File: config.mk
export PLATFORM = sky130hd
export DESIGN_NAME = wait_state_gen
export DESIGN_NICKNAME = d
export VERILOG_FILES = /design/src/rtl/wait_state_gen.sv
export SDC_FILE = /design/constraint.sdc
export NUM_CORES = 1
export LEC_CHECK = 0
export CAP_MARGIN = 0
export CORE_UTILIZATION = 39
export DETAILED_ROUTE_END_ITERATION = 10
export PLACE_DENSITY = 0.76
export SLEW_MARGIN = 20
export SYNTH_ARGS = -nofsm -noshare
export SYNTH_HDL_FRONTEND = slang
export SYNTH_SLANG_ARGS = --single-unit
File: constraint.sdc
create_clock -name clk_2 -period 2 [get_ports clk_2]
set_input_delay 0.4 -clock clk_2 [delete_from_list [all_inputs] [get_ports clk_2]]
set_output_delay 0.4 -clock clk_2 [all_outputs]
set_load 0.01 [all_outputs]
File: src/rtl/wait_state_gen.sv
// ============================================================================
//  Module      : wait_state_gen
//  Description : READY generator for the CPU ready-control stage. Inserts a
//                parameterised number of wait cycles on reads to up to two
//                slow address windows, flags writes to those windows, and
//                provides a hold/DMA handshake. Acknowledges the hold once
//                rdy shows the CPU has halted.
//                Optional macro WAIT_STATS_EN adds a saturating count of
//                inserted wait cycles, output on wait_total.
//  Revision    : 1.0 - initial release
// ============================================================================
`default_nettype none

module wait_state_gen #(
    parameter logic [15:0] SLOW0_BASE = 16'hC000,
    parameter logic [15:0] SLOW0_MASK = 16'hF000,
    parameter int unsigned SLOW0_WAIT = 2,
    parameter logic [15:0] SLOW1_BASE = 16'hD000,
    parameter logic [15:0] SLOW1_MASK = 16'hF800,
    parameter int unsigned SLOW1_WAIT = 4,
    parameter int unsigned WAIT_W     = 4
) (
    input  logic        clk_2,
    input  logic        res_n,
    input  logic [15:0] addr,
    input  logic        rw_n,
    input  logic        rdy,
    input  logic        hold_req,
    output logic        READY,
    output logic        hold_ack,
    output logic        slow_write
`ifdef WAIT_STATS_EN
    ,
    output logic [15:0] wait_total
`endif
);

    // Wait counts truncated to the counter width; the caller keeps them in range.
    localparam logic [WAIT_W-1:0] WAIT0 = WAIT_W'(SLOW0_WAIT);
    localparam logic [WAIT_W-1:0] WAIT1 = WAIT_W'(SLOW1_WAIT);
    localparam logic              EN0   = (SLOW0_WAIT != 0);
    localparam logic              EN1   = (SLOW1_WAIT != 0);

    typedef enum logic [1:0] {
        S_IDLE = 2'd0,
        S_WAIT = 2'd1,
        S_DONE = 2'd2,
        S_HOLD = 2'd3
    } state_t;

    state_t            state;
    logic [WAIT_W-1:0] cnt;

    logic              hit0;
    logic              hit1;
    logic              hit;
    logic [WAIT_W-1:0] cnt_load;

    // Window decode; window 0 wins when both match.
    always_comb begin
        hit0     = ((addr & SLOW0_MASK) == SLOW0_BASE) && EN0;
        hit1     = ((addr & SLOW1_MASK) == SLOW1_BASE) && EN1;
        hit      = hit0 | hit1;
        cnt_load = hit0 ? (WAIT0 - 1'b1) : (WAIT1 - 1'b1);
    end

    // Main FSM: all outputs registered, READY low for exactly W posedges per slow read.
    always_ff @(posedge clk_2 or negedge res_n) begin
        if (!res_n) begin
            state      <= S_IDLE;
            cnt        <= '0;
            READY      <= 1'b1;
            hold_ack   <= 1'b0;
            slow_write <= 1'b0;
        end else begin
            slow_write <= 1'b0;
            case (state)
                S_IDLE: begin
                    if (hold_req) begin
                        state <= S_HOLD;
                        READY <= 1'b0;
                    end else if (rw_n && hit) begin
                        state <= S_WAIT;
                        READY <= 1'b0;
                        cnt   <= cnt_load;
                    end else if (!rw_n && hit) begin
                        slow_write <= 1'b1;
                    end
                end
                S_WAIT: begin
                    if (cnt != '0) begin
                        cnt <= cnt - 1'b1;
                    end else begin
                        READY <= 1'b1;
                        state <= S_DONE;
                    end
                end
                S_DONE: begin
                    // The repeated access completes here; no decode, so no retrigger.
                    state <= S_IDLE;
                end
                S_HOLD: begin
                    if (!hold_req) begin
                        READY    <= 1'b1;
                        hold_ack <= 1'b0;
                        state    <= S_IDLE;
                    end else if (!rdy) begin
                        hold_ack <= 1'b1;
                    end
                end
                default: begin
                    state <= S_IDLE;
                    READY <= 1'b1;
                end
            endcase
        end
    end

`ifdef WAIT_STATS_EN
    logic [15:0] wait_total_q;

    // Saturating count of inserted wait cycles; hold cycles are excluded.
    always_ff @(posedge clk_2 or negedge res_n) begin
        if (!res_n) begin
            wait_total_q <= 16'h0000;
        end else if ((state == S_WAIT) && !READY && (wait_total_q != 16'hFFFF)) begin
            wait_total_q <= wait_total_q + 16'h0001;
        end
    end

    assign wait_total = wait_total_q;
`endif

endmodule

`default_nettype wire

==> results of run 1 <==
## power groups by stage
stage	Combinational [mW]	Sequential (mW)	Clock (mW)
floorplan	0.326	0.335	0
global route	0.489	0.397	0.155
detailed placement	0.432	0.384	0
global placement	0.412	0.378	0
finish	0.434	0.383	0.142
CTS	0.437	0.380	0.146
## final timing paths
| kind | startpoint | end | cells after the start |
|---|---|---|---|
| max reg2reg | state[0]$_DFFE_PN0P_ | cnt[1]$_DFFE_PN0P_ | 4 |
| max in group asynchronous | res_n | READY$_DFFE_PN1P_ | 1 |
| min reg2reg | hold_ack$_DFFE_PN0P_ | hold_ack$_DFFE_PN0P_ | 1 |
| min in group clk_2 | hold_ack$_DFFE_PN0P_ | hold_ack$_DFFE_PN0P_ | 1 |
| max | READY$_DFFE_PN1P_ | READY | 1 |
| min | res_n | hold_ack$_DFFE_PN0P_ | 1 |
## routing by layer
layer / share of wire, % / vias to the layer above
met5: 0 / -
met4: 2.4 / 0
met3: 2.3 / 4
met2: 48 / 10
met1: 47 / 227
li1: - / 240
## layout make-up
| cell class | count | area, µm² | share of cell area [%] |
|---|---|---|---|
| clock buffers | 4 | 26.3 | 3.72 |
| inverters | 4 | 15.0 | 2.13 |
| multi-input cells | 41 | 285 | 40.4 |
| flip-flops and latches | 9 | 226 | 32.1 |
| well taps | 14 | 17.5 | 2.48 |
| repair buffers | 14 | 135 | 19.1 |
## stage by stage
step	utilization [%]	std cells	hold slack, ps	setup WS (ps)	instance area [µm²]
4_1_cts	59.5	86	453	252	706
5_1_grt	59.5	86	466	231	706
3_5_place_dp	57.3	82	502	77.0	679
3_3_place_gp	57.3	82	474	87.8	679
2_1_floorplan	-	56	104	468	534
6_report	59.5	86	435	257	706
## logic make-up (layout without fill, tap and decap cells)
logic type / after synthesis / after routing
AO/OA/AOI/OAI: 21 / 21
adder cells (fa/ha/maj): 2 / 2
buffers and inverters: 6 / 22
flip-flops: 9 / 9
multiplexers: 1 / 1
AND/OR/NAND/NOR: 17 / 17
## cell usage after synthesis, types with 2 or more instances
cell type / instances / area share (%)
o31ai_1: 2 / 2.8
inv_1: 4 / 2.8
dfrtp_1: 8 / 37
nand2_1: 4 / 2.8
a21oi_1: 3 / 2.8
a22o_1: 2 / 3.3
nor2_1: 2 / 1.4
ha_1: 2 / 4.7
o21ai_0: 6 / 5.6
clkbuf_1: 2 / 1.4
## sequential cells by signal (all words and copies together), names as in the netlist
name / flops
slow_write: 1
hold_ack: 1
cnt: 4
READY: 1
state: 2
==> flow_summary.json, run 1 <==
{
  "cp_max_fo": 3,
  "num_rows": 12,
  "die_x_um": 39.0,
  "run_status": "finished, final reports clean",
  "p_sw_mw": 0.383,
  "die_h_um": 39.0,
  "num-nets-final": 96,
  "grtUsageTotal_pct": 21.0,
  "hold_violations": 0,
  "cts_resized": 0,
  "synth_edf_count": 0,
  "vdd_drop_max_v": 0.000594,
  "antenna_found_initial": 0,
  "tightest_slew_ps": 421,
  "slew_headroom_pct": 71.8,
  "drv_cap": 0,
  "clkTransAtPathRegs_ps": 60,
  "skew_ps": 6.40,
  "grt_pass1_wl_um": 2060,
  "syn_nets": 79,
  "rsz0062_at_grt": "no",
  "power_density_nw_per_um2": 1360,
  "worstSkewPairLatency_ps": 260,
  "vias": 481,
  "p_comb_share_pct": 45.3,
  "critPathKind": "reg2out",
  "syn2layout_area_growth_pct": 32.1,
  "critPathLaunchType": "flip-flop",
  "seqPwrFrac_pct": 40.0,
  "max_stage_delay_ps": 540,
  "hpwl_um": 955,
  "hold_path.class": "in2async",
  "syn_avg_cell_area_um2": 9.54,
  "overflow": 0,
  "ys_ff_latch": 9,
  "die-area_um2": 1520,
  "crit_family": "flip-flops",
  "worst_ep_arrival_time_ps": 1340,
  "synth-simple-area-share_pct": 18.7,
  "cts_tree": "yes",
  "synth_top_family_by_area": "compound AO/OA/AOI/OAI gates",
  "p_clk_share_pct": 14.8,
  "wl_um": 1240,
  "ant_nets": 0,
  "top_usage_layer": "met2",
  "synth-adder-area-share_pct": 4.68,
  "cp-end-kind": "output port",
  "grt_max_degree": 15,
  "diodes": 0,
  "worstPathCellList": "clkdlybuf4s50_1",
  "global_route.usage.met3_pct": 3.47,
  "syn-instance-count": 56,
  "synthFlopType": "dfrtp_1",
  "h-tree-depth": 1,
  "fmax_ghz": 0.574,
  "root_buffer": "clkbuf_4",
  "p_int_mw": 0.575,
  "cts_post_setup_buffers_inserted": 0,
  "synth_compound_area_share_pct": 27.9,
  "design.core.area_um2": 1190,
  "start_util_pct": 45.0,
  "cts-buffers-inserted": 3,
  "slew_violations": 0,
  "fill_cells": 109,
  "wl_per_cell_um": 14.4,
  "grtUsageMet2_pct": 35.4,
  "grt_use_met1_pct": 24.2,
  "drt_first_pass_iters": 4,
  "syn-cell-area_um2": 534,
  "gp_congestion": 0.734,
  "viasPerCell": 5.59,
  "drc": 0,
  "fin_tns_setup_ps": 0,
  "hold_buffers": 0,
  "final_cell_mix": "clkdlybuf4s50_1, dfrtp_1, o21ai_0",
  "drive_gt1_share_pct": 13.9,
  "synth.distinct_cells": 31,
  "clock_path_buffers": 2,
  "synthMuxAreaShare_pct": 2.11,
  "async_flop_share_pct": 100,
  "period_needed_ps": 1740,
  "path_buf_inv": 1,
  "p_leak_nw": 0.301,
  "switching_share_pct": 40.0,
  "synth_xor_area_share_pct": 0,
  "synth_warnings": 0,
  "setup-violations-final": 0,
  "cp_slowest_cell": "dfstp_2",
  "port-buffer-count": 12,
  "pin_count": 24,
  "seq_area_frac_synth_pct": 42.4,
  "regToRegSetupSlack_ps": 350,
  "clock_sinks": 9,
  "drtIter0Drc": 5,
  "final_common_cell": "clkdlybuf4s50_1",
  "critPathRequiredTime_ps": 1600,
  "grt_pass1_vias": 467,
  "power_mw": 0.958,
  "fin_crit_sh_pct": 87.1
}
Note: power is estimated with default switching activity, not from simulation.
==> inputs of run 2 (changes only) <==
- ABC_CLOCK_PERIOD_IN_PS: unset -> 2000
==> results of run 2 <==
Final layout, timing and power as in run 1 (identical DEF).
==> inputs of run 3 (changes only) <==
- CORE_UTILIZATION: 39 -> 30
- MAX_ROUTING_LAYER: unset -> met4
- PLACE_DENSITY: 0.76 -> unset
==> run 3 against run 2 <==
Final cell count up 3.5%. Worst hold slack better by 5.9 ps. Sequential power is 3% lower. Via count up 1.0%.
==> flow_summary.json, run 3 (synthesized netlist as in run 1, its figures left out) <==
{
  "design.core.area_um2": 1580,
  "wl_um": 1140,
  "run_status": "finished, final reports clean",
  "ant_nets": 0,
  "slew_headroom_pct": 71.8,
  "skew_ps": 1.40,
  "root_buffer": "clkbuf_4",
  "drv_cap": 0,
  "antenna_found_initial": 0,
  "drt_first_pass_iters": 4,
  "cts-buffers-inserted": 3,
  "hpwl_um": 871,
  "pin_count": 24,
  "start_util_pct": 33.9,
  "hold_violations": 0,
  "critPathRequiredTime_ps": 1600,
  "pre_cts_slack_ps": 77.1,
  "viasPerCell": 5.46,
  "cp-end-kind": "output port",
  "power_density_nw_per_um2": 1340,
  "overflow": 0,
  "vias": 486,
  "p_clk_share_pct": 14.6,
  "fin_crit_sh_pct": 86.3,
  "h-tree-depth": 1,
  "wl_per_cell_um": 12.8,
  "cts_resized": 0,
  "grt_max_degree": 10,
  "final_common_cell": "clkdlybuf4s50_1",
  "hold_path.class": "in2async",
  "worstSkewPairLatency_ps": 260,
  "cts_tree": "yes",
  "clkTransAtPathRegs_ps": 60,
  "drtIter0Drc": 15,
  "cp.depth": 1,
  "grt_pass1_wl_um": 1880,
  "gp_congestion": 0.759,
  "switching_share_pct": 38.9,
  "grtUsageTotal_pct": 14.4,
  "r2r_end": "cnt[1]$_DFFE_PN0P_",
  "period_needed_ps": 1730,
  "largest-register": "cnt",
  "drive_gt1_share_pct": 15.1,
  "seqPwrFrac_pct": 38.6,
  "crit_family": "flip-flops",
  "cp_max_fo": 3,
  "critPathKind": "reg2out",
  "p_int_mw": 0.585,
  "num-nets-final": 97,
  "clock_path_buffers": 2,
  "endpoint": "READY",
  "die-area_um2": 1950,
  "worstPathCellList": "clkdlybuf4s50_1",
  "p_sw_mw": 0.372,
  "regToRegSetupSlack_ps": 380,
  "final_cell_mix": "clkdlybuf4s50_1, dfrtp_1, o21ai_0",
  "grt_pass1_vias": 399,
  "fin_tns_setup_ps": 0,
  "slew_violations": 0,
  "cts_post_setup_buffers_inserted": 0,
  "num_rows": 14,
  "critPathLaunchType": "flip-flop",
  "rr_worst_depth": 5,
  "vdd_drop_max_v": 0.000659,
  "p_leak_nw": 0.306,
  "diodes": 0,
  "p_comb_share_pct": 46.7,
  "syn2layout_area_growth_pct": 34.0,
  "top_regs": "cnt x4, state x2",
  "final.setup.worst_slack_ps": 274,
  "clock_sinks": 9,
  "setup.worst_path.start": "READY$_DFFE_PN1P_",
  "path_buf_inv": 1,
  "die_h_um": 44.2,
  "drc": 0,
  "die_x_um": 44.2,
  "port-buffer-count": 12,
  "tightest_slew_ps": 422,
  "cp_slowest_cell": "dfstp_2",
  "setup-violations-final": 0,
  "rsz0062_at_grt": "no",
  "fmax_ghz": 0.579,
  "max_stage_delay_ps": 540,
  "hold_buffers": 0,
  "worst_ep_arrival_time_ps": 1330,
  "final_util_pct": 45.4,
  "r2r_start": "cnt[0]$_DFFE_PN0P_",
  "largest_reg_flops": 4
}
run 3: cell count changes in the layout (fill, tap and decap cells not counted), sizes merged:
| cell | delta |
|---|---|
| buf | +1 |
run 3: worst min-delay path by stage:
stage | end | cells past startpoint
6_report | state[1]$_DFFE_PN0P_ | 1
5_1_grt | state[1]$_DFFE_PN0P_ | 1
4_1_cts | state[1]$_DFFE_PN0P_ | 1
3_5_place_dp | hold_ack$_DFFE_PN0P_ | 1
3_3_place_gp | hold_ack$_DFFE_PN0P_ | 1
2_1_floorplan | cnt[0]$_DFFE_PN0P_ | 0
run 3: metal layers:
layer  wire (µm)  GRT usage [%]
met3          67           6.12
met2         503           18.8
met4          18           7.27
met1         546           18.6
met5           0              -
run 3: power by group through the flow:
stage / logic, mW / clock network (mW) / registers (mW)
after floorplan: 0.326 / 0 / 0.335
after global placement: 0.442 / 0 / 0.368
after detailed placement: 0.453 / 0 / 0.372
after CTS: 0.452 / 0.146 / 0.369
after global routing: 0.498 / 0.151 / 0.386
final: 0.447 / 0.140 / 0.370
run 3: stage by stage:
step                      cell area [µm²]  power [mW]  cells  hold WS (ps)
final                                 716       0.957     89           441
after global routing                  716        1.04     89           484
after CTS                             716       0.968     89           452
after detailed placement              689       0.825     85           483
after global placement                689       0.810     85           471
after floorplan                       534       0.661     56           104
run 3: layout make-up:
cell class / count / area, µm²
clock buffer: 4 / 26.3
timing repair buffer: 15 / 143
fill: 159 / 861
tap: 16 / 20.0
multi-input combinational: 41 / 285
inverter: 4 / 15.0
sequential: 9 / 226
==> variant 1 (settings of run 1) <==
Build with the macro `WAIT_STATS_EN` defined.
--- a/src/rtl/wait_state_gen.sv
+++ b/src/rtl/wait_state_gen.sv
@@ -12,2 +12,4 @@
 `default_nettype none
+
+`define WAIT_STATS_EN
 
Function (old outputs only; new: wait_total): kept (Yosys induction, for registers that start in step).
==> variant 1 against run 1 <==
- cell area grew 140%
- maximum frequency fell by 5.0%
- total power up 81%
- setup slack got worse by 0.092 ns
- register-to-register slack got worse by 0.13 ns
- sequential cell count is 16 higher
- synthesized area increased by 140%
- routed wire length rose by 110%
- largest cell class unchanged
==> variant 1: results (changes against run 1) <==
| Metric | Value |
|---|---|
| Run status | `complete, no violations` |
| Post-Synthesis Net Count | `154 (+95%)` |
| Final #Nets | `188 (+96%)` |
| Worst hold margin | `0.438 ns (+0.00311 ns)` |
| Gate power share | `42.3% (-3.0 points)` |
| Peak VDD IR | `0.532 mV (-10%)` |
| Dpl ws | `0.149 ns (+0.0717 ns)` |
| Worst R2R Setup Slack | `0.22 ns (-0.13 ns)` |
| Post-synth top cells | `dfrtp_1, xor2_1, nand2_1, nor2_1, nand3_1` |
| Syn avg cell area | `10.1 um^2 (+5.4%)` |
| CTS clk-pin slew, worst paths | `0.13 ns (+0.07 ns)` |
| Crit path max fanout | `6 (+3)` |
| Port Buffer Count | `28 (+16)` |
| Final Skew | `0.00759 ns (+0.00119 ns)` |
| R2R depth | `6 (+2)` |
| Cell area after placement | `0.00167 mm^2 (+150%)` |
| Lkg Pwr | `0.758 nW (+150%)` |
| Clk pwr | `0.214 mW (+51%)` |
| Layout cells sized above 1 | `9.82% (-4.1 points)` |
| Insertion delay to the later sink of the worst-skew pair | `0.31 ns (+0.05 ns)` |
| Largest register FFs | `16 (+12)` |
| Actual slew at the worst max-slew pin | `0.469 ns (+0.0473 ns)` |
| Iter 0 DRT Violations | `21 (+16)` |
| Largest net degree at the start of global routing | `26 (+11)` |
| Fin crit share | `91.8% (+4.6 points)` |
-- variant 1: per-layer routing --
| layer | part of all wire (%) | GRT usage (%) |
|---|---|---|
| met3 | 3.9 | 3.03 |
| met1 | 43 | 19.2 |
| met2 | 53 | 30.3 |
| met4 | 0.54 | 4.98 |
| met5 | 0 | 0 |
-- variant 1: cell families (layout without fill, tap and decap cells) --
group                    Yosys count  count (layout)  share of synthesized area (%)
AND/OR/NAND/NOR                   65              65                           28.0
multiplexers                       1               1                          0.861
adder cells (fa/ha/maj)            3               3                           2.87
AO/OA/AOI/OAI                     11              11                           6.51
buffers and inverters              8              41                           2.39
XOR/XNOR                          17              17                           11.4
flip-flops                        25              25                           47.9
-- variant 1: final cells by class --
| cell class | instances | area [um^2] |
|---|---|---|
| clock buffers | 4 | 26.3 |
| well taps | 44 | 55.1 |
| inverters | 3 | 11.3 |
| multi-input cells | 97 | 649 |
| fillers | 297 | 1430 |
| flip-flops and latches | 25 | 627 |
| repair buffers | 34 | 325 |
==> variant 2 (flow settings as in run 1) <==
Without the edit above. Encoding of `state_t`: now Gray code (2 bits for 4 states).
--- a/src/rtl/wait_state_gen.sv
+++ b/src/rtl/wait_state_gen.sv
@@ -44,6 +44,6 @@
     typedef enum logic [1:0] {
-        S_IDLE = 2'd0,
-        S_WAIT = 2'd1,
-        S_DONE = 2'd2,
-        S_HOLD = 2'd3
+        S_IDLE = 2'b00,
+        S_WAIT = 2'b01,
+        S_DONE = 2'b11,
+        S_HOLD = 2'b10
     } state_t;
Formal check against the unedited RTL: same outputs for any inputs over 10 cycles, from zero or initial values; not proved beyond that.
==> variant 2 against run 1 <==
- total power increased by 2.9%
- sequential share of layout area is 3.5 points lower
- cell area up 12%
- setup slack worse by 0.14 ns
- synthesized area up 10%
- sequential cell count unchanged
- routed wire length decreased by 12%
- critical path depth increased by 5
- synthesized cell count grew 7.1%
- hold slack improved by 0.0046 ns
- clock skew shrank 0.0059 ns
- count of clock-buffer cells in the layout unchanged
- critical path type is now register to register
- critical endpoint is now cnt[0]
- largest cell class unchanged
==> variant 2: results (changes against run 1) <==
| Metric | Value |
|---|---|
| Routed len/inst | `11.4 um (-21%)` |
| Lkg Pwr | `0.366 nW (+21%)` |
| Synth Area in Compound Gates | `18.3% (-9.6 points)` |
| Buffer depth of the longest clock path | `2 (unchanged)` |
| Post-synthesis sequential area ratio | `38.4% (-4.0 points)` |
| Actual slew at the worst max-slew pin | `0.419 ns (-0.00262 ns)` |
| Mux contribution to synthesized area | `10.8% (+8.7 points)` |
| Max stage delay cell, worst path | `dfrtp_1` |
| Vias in the first global route | `392 (-16%)` |
| Worst EP arrival | `2.03 ns (+0.69 ns)` |
| Routability cong. | `0.809 (+10%)` |
| Synthesized-area fraction occupied by adder cells | `12.7% (+8.1 points)` |
| Final Skew | `0.000548 ns (-0.00585 ns)` |
| Netlist cell types | `25 (-19%)` |
| First-pass DRT Iterations | `3 (-1)` |
| YS warnings | `0 (unchanged)` |
| HPWL after DPL | `844 um (-12%)` |
| Peak VDD IR | `0.722 mV (+22%)` |
| Crit path max fanout | `4 (+1)` |
| Largest net degree at the start of global routing | `10 (-5)` |
| CP peak stage delay | `0.40 ns (-0.14 ns)` |
| Routed met3 length | `81 um (+190%)` |
| TritonCTS buffer count | `3 (unchanged)` |
| Post-Synthesis Net Count | `87 (+10%)` |
| Met2 Wirelength | `454 um (-24%)` |
| Metal-1 WL | `535 um (-7.3%)` |
| Cell area after placement | `766 um^2 (+13%)` |
| Async set-or-reset flop fraction in the synthesized netlist | `100% (unchanged)` |
| Run status | `complete, no violations` |
| Overall Global Routing Usage | `14.9% (-6.1 points)` |
| Post-synth top cells | `dfrtp_1, a21oi_1, ha_1, inv_1, nand2_1` |
| Synth top area cells | `dfrtp_1, ha_1, a21oi_1, mux2i_1, dfstp_2` |
| Final #Nets | `108 (+13%)` |
| Layout cells sized above 1 | `18.8% (+4.9 points)` |
| First-pass GRT wire length | `1.55 mm (-25%)` |
-- variant 2: changes by cell type in the layout (fill, tap and decap cells not counted), moves of 2 or more --
| cell | before | now |
|---|---|---|
| o21ai_0 | 6 | 1 |
| buf_4 | 2 | 6 |
| ha_1 | 2 | 6 |
| a21oi_1 | 3 | 6 |
| mux2i_1 | 0 | 3 |
| nor3_1 | 0 | 3 |
| inv_1 | 4 | 6 |
| nand3b_1 | 0 | 2 |
-- variant 2: layout make-up --
type	count	area, um^2
tap	15	18.8
inverter	6	22.5
fill	119	558
timing repair buffer	18	165
sequential	9	226
multi-input combinational	43	333
clock buffer	4	26.3
-- variant 2: critical path: cells and delay by family (launching register included) --
kind / cells / cell delay, ns
simple gates: 2 / 0.58
mux: 2 / 0.56
flops: 1 / 0.40
fa+ha+maj: 1 / 0.14
buf+inv: 1 / 0.09
-- variant 2: logic make-up (layout without fill, tap and decap cells) --
| family | after synthesis | in the layout |
|---|---|---|
| and+or+nand+nor | 16 | 16 |
| AOI/OAI and AO/OA | 15 | 15 |
| DFF | 9 | 9 |
| buffers and inverters | 8 | 28 |
| adders and majority gates | 6 | 6 |
| muxes | 6 | 6 |
-- variant 2: worst paths after layout --
kind	startpoint	endpoint	slack, ns	cells after the start
worst max-delay path	cnt[0]	cnt[0]	0.12	6
max in group asynchronous	res_n	READY	1.23	1
worst max register to register	cnt[0]	cnt[0]	0.12	6
worst min-delay path	res_n	slow_write	0.44	1
worst min register to register	cnt[2]	cnt[2]	0.53	1
min in group clk_2	cnt[2]	cnt[2]	0.53	1
-- variant 2: per-layer routing --
layer / up-vias / GRT usage, %
li1: 248 / -
met1: 210 / 17.2
met2: 16 / 23.0
met3: 2 / 4.89
met4: 0 / 10.0
met5: - / 0
-- variant 2: power by group --
part	switching (mW)	internal [mW]	leakage, nW
Clock	0.0652	0.0770	0.0150
Combinational	0.257	0.288	0.243
Sequential	0.0437	0.254	0.108
Total	0.366	0.620	0.366
-- variant 2: metrics by stage --
step | setup slack (ns) | cells
5_1_grt | 0.0247 | 95
3_3_place_gp | -0.0374 | 91
6_report | 0.117 | 95
2_1_floorplan | 0.240 | 60
4_1_cts | 0.123 | 95
3_5_place_dp | -0.0390 | 91
